--- src/rtl/if_id_buffer.sv ---
// Fetch-to-decode instruction buffer.
// DEPTH-entry FIFO of {pc, inst} pairs with valid/ready on both sides.
// Branch redirect flushes every buffered and incoming entry in one cycle.
// An empty or flushed buffer presents an all-zero bubble to decode.
// All outputs come from registered state only; there is no same-cycle bypass.
module if_id_buffer #(
   parameter int ADDR_WIDTH = 32,
   parameter int INST_WIDTH = 32,
   parameter int DEPTH      = 4
) (
   input  logic                       clk,
   input  logic                       rst,
   input  logic                       branch_flag_i,
   input  logic                       if_valid_i,
   input  logic [ADDR_WIDTH-1:0]      if_pc_i,
   input  logic [INST_WIDTH-1:0]      if_inst_i,
   output logic                       if_ready_o,
   output logic                       id_valid_o,
   input  logic                       id_ready_i,
   output logic [ADDR_WIDTH-1:0]      id_pc_o,
   output logic [INST_WIDTH-1:0]      id_inst_o,
   output logic [$clog2(DEPTH):0]     count_o
);

   localparam int PTR_W = $clog2(DEPTH);
   localparam int CNT_W = PTR_W + 1;

   logic [ADDR_WIDTH-1:0] pc_mem_r   [DEPTH];
   logic [INST_WIDTH-1:0] inst_mem_r [DEPTH];

   logic [PTR_W-1:0] wr_ptr_r;
   logic [PTR_W-1:0] rd_ptr_r;
   logic [CNT_W-1:0] cnt_r;

   logic [PTR_W-1:0] wr_ptr_nxt_s;
   logic [PTR_W-1:0] rd_ptr_nxt_s;
   logic [CNT_W-1:0] cnt_nxt_s;

   logic push_s;
   logic pop_s;
   logic mem_we_s;

   // Handshake decode: ready and valid depend only on the registered count.
   always_comb begin
      if_ready_o = (cnt_r != CNT_W'(DEPTH));
      id_valid_o = (cnt_r != {CNT_W{1'b0}});
      push_s     = if_valid_i & if_ready_o;
      pop_s      = id_valid_o & id_ready_i;
      mem_we_s   = push_s & ~rst & ~branch_flag_i;
   end

   // Next-state for pointers and occupancy: reset beats flush beats push/pop.
   always_comb begin
      wr_ptr_nxt_s = wr_ptr_r;
      rd_ptr_nxt_s = rd_ptr_r;
      cnt_nxt_s    = cnt_r;
      if (rst || branch_flag_i) begin
         wr_ptr_nxt_s = {PTR_W{1'b0}};
         rd_ptr_nxt_s = {PTR_W{1'b0}};
         cnt_nxt_s    = {CNT_W{1'b0}};
      end else begin
         if (push_s) begin
            wr_ptr_nxt_s = wr_ptr_r + PTR_W'(1);
         end else begin
            wr_ptr_nxt_s = wr_ptr_r;
         end
         if (pop_s) begin
            rd_ptr_nxt_s = rd_ptr_r + PTR_W'(1);
         end else begin
            rd_ptr_nxt_s = rd_ptr_r;
         end
         case ({push_s, pop_s})
            2'b10:   cnt_nxt_s = cnt_r + CNT_W'(1);
            2'b01:   cnt_nxt_s = cnt_r - CNT_W'(1);
            default: cnt_nxt_s = cnt_r;
         endcase
      end
   end

   // Pointer and occupancy registers.
   always_ff @(posedge clk) begin
      wr_ptr_r <= wr_ptr_nxt_s;
      rd_ptr_r <= rd_ptr_nxt_s;
      cnt_r    <= cnt_nxt_s;
   end

   // Entry storage; contents need no reset because empty output is masked.
   always_ff @(posedge clk) begin
      if (mem_we_s) begin
         pc_mem_r[wr_ptr_r]   <= if_pc_i;
         inst_mem_r[wr_ptr_r] <= if_inst_i;
      end
   end

   // Head presentation: zero bubble whenever nothing valid is buffered.
   always_comb begin
      count_o = cnt_r;
      if (id_valid_o) begin
         id_pc_o   = pc_mem_r[rd_ptr_r];
         id_inst_o = inst_mem_r[rd_ptr_r];
      end else begin
         id_pc_o   = {ADDR_WIDTH{1'b0}};
         id_inst_o = {INST_WIDTH{1'b0}};
      end
   end

endmodule
--- config.mk ---
export PLATFORM = sky130hd
export DESIGN_NAME = if_id_buffer
export DESIGN_NICKNAME = d
export VERILOG_FILES = /design/src/rtl/if_id_buffer.sv
export SDC_FILE = /design/constraint.sdc
export NUM_CORES = 1
export LEC_CHECK = 0
export BUFFER_PORTS_ARGS = -buffer_cell sky130_fd_sc_hd__buf_2
export CORE_MARGIN = 5
export CORE_UTILIZATION = 25
export CTS_CLUSTER_DIAMETER = 200
export CTS_CLUSTER_SIZE = 8
export DETAILED_ROUTE_END_ITERATION = 10
export PLACE_DENSITY = 0.39
export SETUP_SLACK_MARGIN = 0.15
export SLEW_MARGIN = 15
export SYNTH_ARGS = -nofsm -noshare
export SYNTH_HDL_FRONTEND = slang
export SYNTH_SLANG_ARGS = --single-unit
export TNS_END_PERCENT = 50
--- constraint.sdc ---
create_clock -name clk -period 4.1 [get_ports clk]
set_clock_uncertainty 0.15 [all_clocks]
set_input_delay 0.82 -clock clk [delete_from_list [all_inputs] [get_ports clk]]
set_output_delay 0.82 -clock clk [all_outputs]
set_load 0.01 [all_outputs]
==> flow_metrics.py, run 1 <==
metrics = {
    "yosys": {
        "synth_compound_area_share_pct": 0.4305,
        "yosys.area_share.simple_pct": 5.018,
        "ys_seq_area_share_pct": 77.33,
        "muxShareOfSynthArea_pct": 14.27,
        "syn_area_um2": 10170,
        "synth_top_family_by_area": "multiplexers",
        "syn_nets": 534,
        "synth_top_area_share_pct": 75.56,
        "synth_fa_ha_area_share_pct": 0.8117,
        "synthTopCellsByArea": "edfxtp_1 76%, mux4_2 14%, and2_1 3.9%, dfxtp_1 1.8%, buf_6 0.89%",
        "synthDistinctLibCells": 27,
        "synth_xor_area_share_pct": 0.3444,
        "yosysWarnings": 0,
        "ys_ff_latch": 265,
        "yosysTopAreaCell": "edfxtp_1",
        "synth.avg_cell_area_um2": 22.16,
        "syn-instance-count": 459,
    },
    "global_route": {
        "met1_usage_pct": 12.56,
        "antenna_found_initial": 7,
        "grt-busiest-layer": "met2",
        "use_met2_pct": 17.81,
        "grt_pass1_wl_um": 34860,
        "grt.total_usage_pct": 10.46,
        "grt_overflow": 0,
        "grt_use_met3_pct": 3.660,
        "grt_max_degree": 65,
        "first_global_vias": 5577,
    },
    "clock_network": {
        "ctsResizeCount": 0,
        "numCtsBuffers": 39,
        "cts_root_buffer": "clkbuf_16",
        "post_cts_buffers": 0,
        "hold_buffers": 0,
        "clock_latency_ns": 0.51,
        "cts_tree": "done",
        "htreeDepth": 2,
        "cts_buffer_depth": 3,
        "clock-sinks": 265,
        "clk_pin_slew_worst_paths_ns": 0.05,
    },
    "placed_design": {
        "dpl_worst_slack_ns": 1.075,
        "gp_congestion": 0.6702,
        "place.port_buffers": 137,
        "dp.cells": 1114,
        "place.detailed.hpwl_um": 13510,
    },
    "timing": {
        "relSlewSlack_pct": 38.43,
        "fmax_ghz": 0.2878,
        "fin_setup_tns_ns": 0,
        "worst_slack_ns": 0.6252,
        "finalCritPeriodShare_pct": 84.75,
        "hold_viol_final": 0,
        "tightest_slew_ns": 0.9235,
        "setup_violations": 0,
        "fin_crit_ns": 3.475,
        "rsz0062_at_grt": "no",
        "slew_viol_final": 0,
    },
    "worst_setup_path": {
        "crit_fanout": 44,
        "cp_slowest_cell": "or3_2",
        "slowest_delay_ns": 0.91,
        "cp_cell_sequence": "or3_2, buf_4, and2_1, buf_2",
        "crit_path_end_kind": "output port",
        "worst_ep_arrival_time_ns": 2.50,
        "critPathKind": "reg2out",
        "crit_required_ns": 3.13,
        "startpoint_type": "flop",
    },
    "drt": {
        "drt_iter0_markers": 263,
        "dr.pass1.iters": 4,
        "route.detailed.drc": 0,
        "wl_per_cell_um": 19.98,
        "wl_um": 23430,
        "vias_per_cell": 4.180,
        "ant_nets": 0,
        "dr_total_vias": 4903,
    },
    "status": {
        "outcome": "complete, no violations",
    },
    "final_layout": {
        "nets": 698,
        "drive_gt1_share_pct": 41.54,
        "num-fill-cells": 3959,
        "syn_to_final_growth_pct": 23.75,
        "layout_common_cells": "256 x edfxtp_1, 137 x buf_2, 64 x mux4_2, 64 x and2_1, 39 x clkbuf_16",
        "final_common_cell": "edfxtp_1",
        "fin_cells": 1173,
    },
    "floorplanning": {
        "core_um2": 40550,
        "io_pins": 138,
        "dieArea_um2": 44830,
        "fp.dieW_um": 211.7,
        "die-height_um": 211.7,
        "num_rows": 74,
        "start_util_pct": 25.09,
    },
    "power_and_ir_drop": {
        "switching_share_pct": 20.29,
        "power_density_nw_per_um2": 482.5,
        "p_clk_share_pct": 46.0,
        "p_seq_share_pct": 49.6,
        "internal_power_w": 0.004842,
        "combPwrFrac_pct": 4.4,
        "power.switching_w": 0.001233,
        "p_leak_nw": 4.243,
        "peakVddDrop_mv": 0.2555,
    },
    "min_path": {
        "min_path_type": "reg2reg",
    },
    "run": {
        "max_cap_viol_count": 0,
    },
}
cells by family after synthesis:
kind of cell | after synthesis
AO/OA/AOI/OAI | 6
XOR/XNOR | 4
adder cells (fa/ha/maj) | 6
buffers and inverters | 30
flip-flops | 265
multiplexers | 65
AND/OR/NAND/NOR | 83
synth_stat cells:
cell and n:
mux2i_1 1, o31ai_1 1, dfxtp_1 9, or2_2 1, o21ai_0 1, mux4_2 64
nor2_1 7, fa_1 1, a21oi_1 2, and2_1 64, xor2_1 4, or3b_4 1
o311ai_0 1, clkbuf_1 9, buf_6 8, o31ai_2 1, or3_1 1, buf_2 5
nand2_1 2, and3_2 4, edfxtp_1 256, nand4_1 1, and2_4 1, buf_4 1
inv_1 7, ha_1 5, or3_2 1
worst max-delay path: cells and delay by family (launching register included):
family,cells,cell delay (ns)
AND/OR/NAND/NOR,2,1.08
flip-flops,1,0.36
buffers and inverters,2,0.53
power groups by stage:
stage	registers, W	clock network [W]	logic, W
final	0.00302	0.00279	0.000265
after CTS	0.00301	0.00290	0.000277
after global placement	0.00306	0	0.000268
after global routing	0.00301	0.00302	0.000295
after detailed placement	0.00307	0	0.000275
after floorplan	0.00306	0	0.000133
flip-flops by register name, summed over array words and instances, names as in the netlist, named ones only:
register	cells
count_o	3
inst_mem_r	128
pc_mem_r	128
rd_ptr_r	2
wr_ptr_r	2
path summary, 6_finish.rpt:
kind                     from           end  slack (ns)  cells after the start
setup / recovery   count_o[1]  id_inst_o[3]        0.63                      4
hold / removal    wr_ptr_r[0]   wr_ptr_r[0]        0.36                      2
setup reg to reg   count_o[2]    count_o[2]        1.45                      9
hold reg to reg   wr_ptr_r[0]   wr_ptr_r[0]        0.36                      2
metrics by stage:
step	power (W)	util, %	cell area, um2	hold slack (ns)
2_1_floorplan	0.003197	-	10170	0.3188
3_3_place_gp	0.003332	28.41	11520	0.3318
3_5_place_dp	0.003341	28.41	11520	0.3544
4_1_cts	0.006188	31.03	12580	0.3312
5_1_grt	0.006330	31.03	12580	0.3384
6_report	0.006074	31.04	12590	0.3611
metal layers:
metal	up-vias	wire length, um
met4	8	514
met3	52	1623
met1	2527	9496
met5	-	48
li1	2182	-
met2	134	11750
layout make-up:
cell class	instances	area (um2)	area share (%)
clock inverters	4	35.03	0.2783
well taps	532	665.6	5.287
diodes	3	7.507	0.05963
repair buffers	146	815.8	6.480
flip-flops and latches	265	7875	62.55
multi-input cells	164	2140	16.99
inverters	7	26.28	0.2087
clock buffers	52	1025	8.139
Note: power is estimated with default switching activity, not from simulation.
==> inputs of run 2 (changes only) <==
Settings changed: PLACE_DENSITY 0.39 to 0.41.
Clock period 4.1 ns to 2.99 ns, I/O delays scaled along.
==> flow_metrics.py, run 2 (same netlist as run 1, synthesis figures left out) <==
metrics = {
    "status": {
        "outcome": "complete, no violations",
    },
    "worst_setup_path": {
        "startpoint_type": "flop",
        "crit_path_end_kind": "output port",
        "r2r_setup_slack_ns": 0.31,
        "critPathKind": "reg2out",
        "reg2reg_depth": 9,
        "worst_ep_arrival_time_ns": 2.04,
        "rr_startpoint": "count_o[2]",
        "cp_num_buf_inv": 3,
        "r2r-end": "count_o[2]",
        "cp_slowest_cell": "mux4_2",
        "cp_cell_sequence": "buf_12, buf_16, mux4_2, and2_4, buf_6",
        "crit_required_ns": 2.24,
        "crit_fanout": 6,
        "cp_top_family": "multiplexers",
        "slowest_delay_ns": 0.53,
    },
    "clock_network": {
        "cts_tree": "done",
        "hold_buffers": 0,
        "clock-sinks": 265,
        "cts_root_buffer": "clkbuf_16",
        "htreeDepth": 2,
        "numCtsBuffers": 39,
        "clock_latency_ns": 0.51,
        "clk_pin_slew_worst_paths_ns": 0.05,
        "cts_buffer_depth": 3,
    },
    "drt": {
        "dr.pass1.iters": 4,
        "wl_per_cell_um": 20.06,
        "wl_um": 23690,
        "wl_met1_um": 10330,
        "route.detailed.drc": 0,
        "drt_iter0_markers": 206,
        "route.met3.wl_um": 1394,
        "maxUsedRoutingLayer": "met5",
        "vias_per_cell": 4.237,
        "wl_met2_um": 11440,
        "ant_nets": 0,
        "dr_total_vias": 5004,
    },
    "final_layout": {
        "nets": 717,
        "final_common_cell": "edfxtp_1",
        "fin_cells": 1181,
        "layout_common_cells": "256 x edfxtp_1, 127 x buf_2, 64 x mux4_2",
        "drive_gt1_share_pct": 46.07,
        "post-route-cell-area_um2": 13100,
        "syn_to_final_growth_pct": 28.74,
        "n_antenna_cell": 0,
    },
    "floorplanning": {
        "core_um2": 40550,
        "io_pins": 138,
        "fp.dieW_um": 211.7,
        "die-height_um": 211.7,
        "start_util_pct": 25.09,
        "num_rows": 74,
        "dieArea_um2": 44830,
    },
    "timing": {
        "slew_viol_final": 0,
        "fin_crit_ns": 2.783,
        "tightest_slew_ns": 0.6486,
        "fmax_ghz": 0.3593,
        "setup_violations": 0,
        "fin_setup_tns_ns": 0,
        "rsz0062_at_grt": "yes",
        "relSlewSlack_pct": 56.21,
        "fin_hold_ws_ns": 0.1538,
        "finalCritPeriodShare_pct": 93.09,
        "hold_viol_final": 0,
    },
    "power_and_ir_drop": {
        "fin_total_pwr_w": 0.008383,
        "peakVddDrop_mv": 0.3461,
        "power_density_nw_per_um2": 640.0,
        "p_leak_nw": 4.455,
    },
    "global_route": {
        "grt_pass1_wl_um": 34240,
        "grt.total_usage_pct": 10.20,
        "first_global_vias": 5579,
        "grt_overflow": 0,
        "antenna_found_initial": 2,
        "grt_max_degree": 66,
    },
    "placed_design": {
        "placed_area_um2": 11630,
        "place.port_buffers": 137,
        "gp_congestion": 0.6821,
        "dp.cells": 1119,
        "place.detailed.hpwl_um": 13460,
    },
    "min_path": {
        "worstHoldStart": "if_pc_i[17]",
        "hold_end": "pc_mem_r[3][17]",
        "hold_path_depth": 1,
        "min_path_type": "in2reg",
    },
    "run": {
        "max_cap_viol_count": 0,
    },
}
==> run 2: how the worst max path moves through the flow <==
stage / from / to / slack [ns] / cells past startpoint
after global placement: count_o[2] / count_o[2] / 0.40 / 9
after floorplan: count_o[2] / count_o[2] / 0.35 / 10
after global routing: flop / id_inst_o[27] / 0.13 / 5
after CTS: flop / id_pc_o[16] / 0.09 / 4
final: flop / id_inst_o[0] / 0.21 / 5
after detailed placement: count_o[2] / count_o[2] / 0.34 / 9
==> run 2: cell type report <==
class	count	area, um2
clock buffers	47	1049
clock inverters	1	8.758
fillers	3951	27460
inverters	7	26.28
multi-input cells	164	2180
flip-flops and latches	265	7875
well taps	532	665.6
repair buffers	165	1294
==> run 2: per-layer routing <==
layer / track usage [%] / vias to the layer above
met5: 0 / -
met4: 2.976 / 4
met3: 3.231 / 42
met2: 16.53 / 125
met1: 13.24 / 2619
li1: - / 2214
==> run 2: stage by stage <==
stage | utilization (%) | worst slack, ns
6_report | 32.30 | 0.2067
5_1_grt | 32.30 | 0.1255
3_5_place_dp | 28.69 | 0.3355
4_1_cts | 31.41 | 0.08590
3_3_place_gp | 28.69 | 0.3990
2_1_floorplan | - | 0.3486
==> run 2: timing repair <==
action	CTS	global route
cloned	0	9
resized for setup	4	34
endpoints found under the setup margin	65	47
buffers inserted	3	2
==> run 2: report_power, final <==
| group | switching, W | internal [W] | leakage (nW) |
|---|---|---|---|
| Sequential | 0.0000118 | 0.00412 | 2.39 |
| Combinational | 0.000218 | 0.000200 | 1.55 |
| Clock | 0.00142 | 0.00241 | 0.516 |
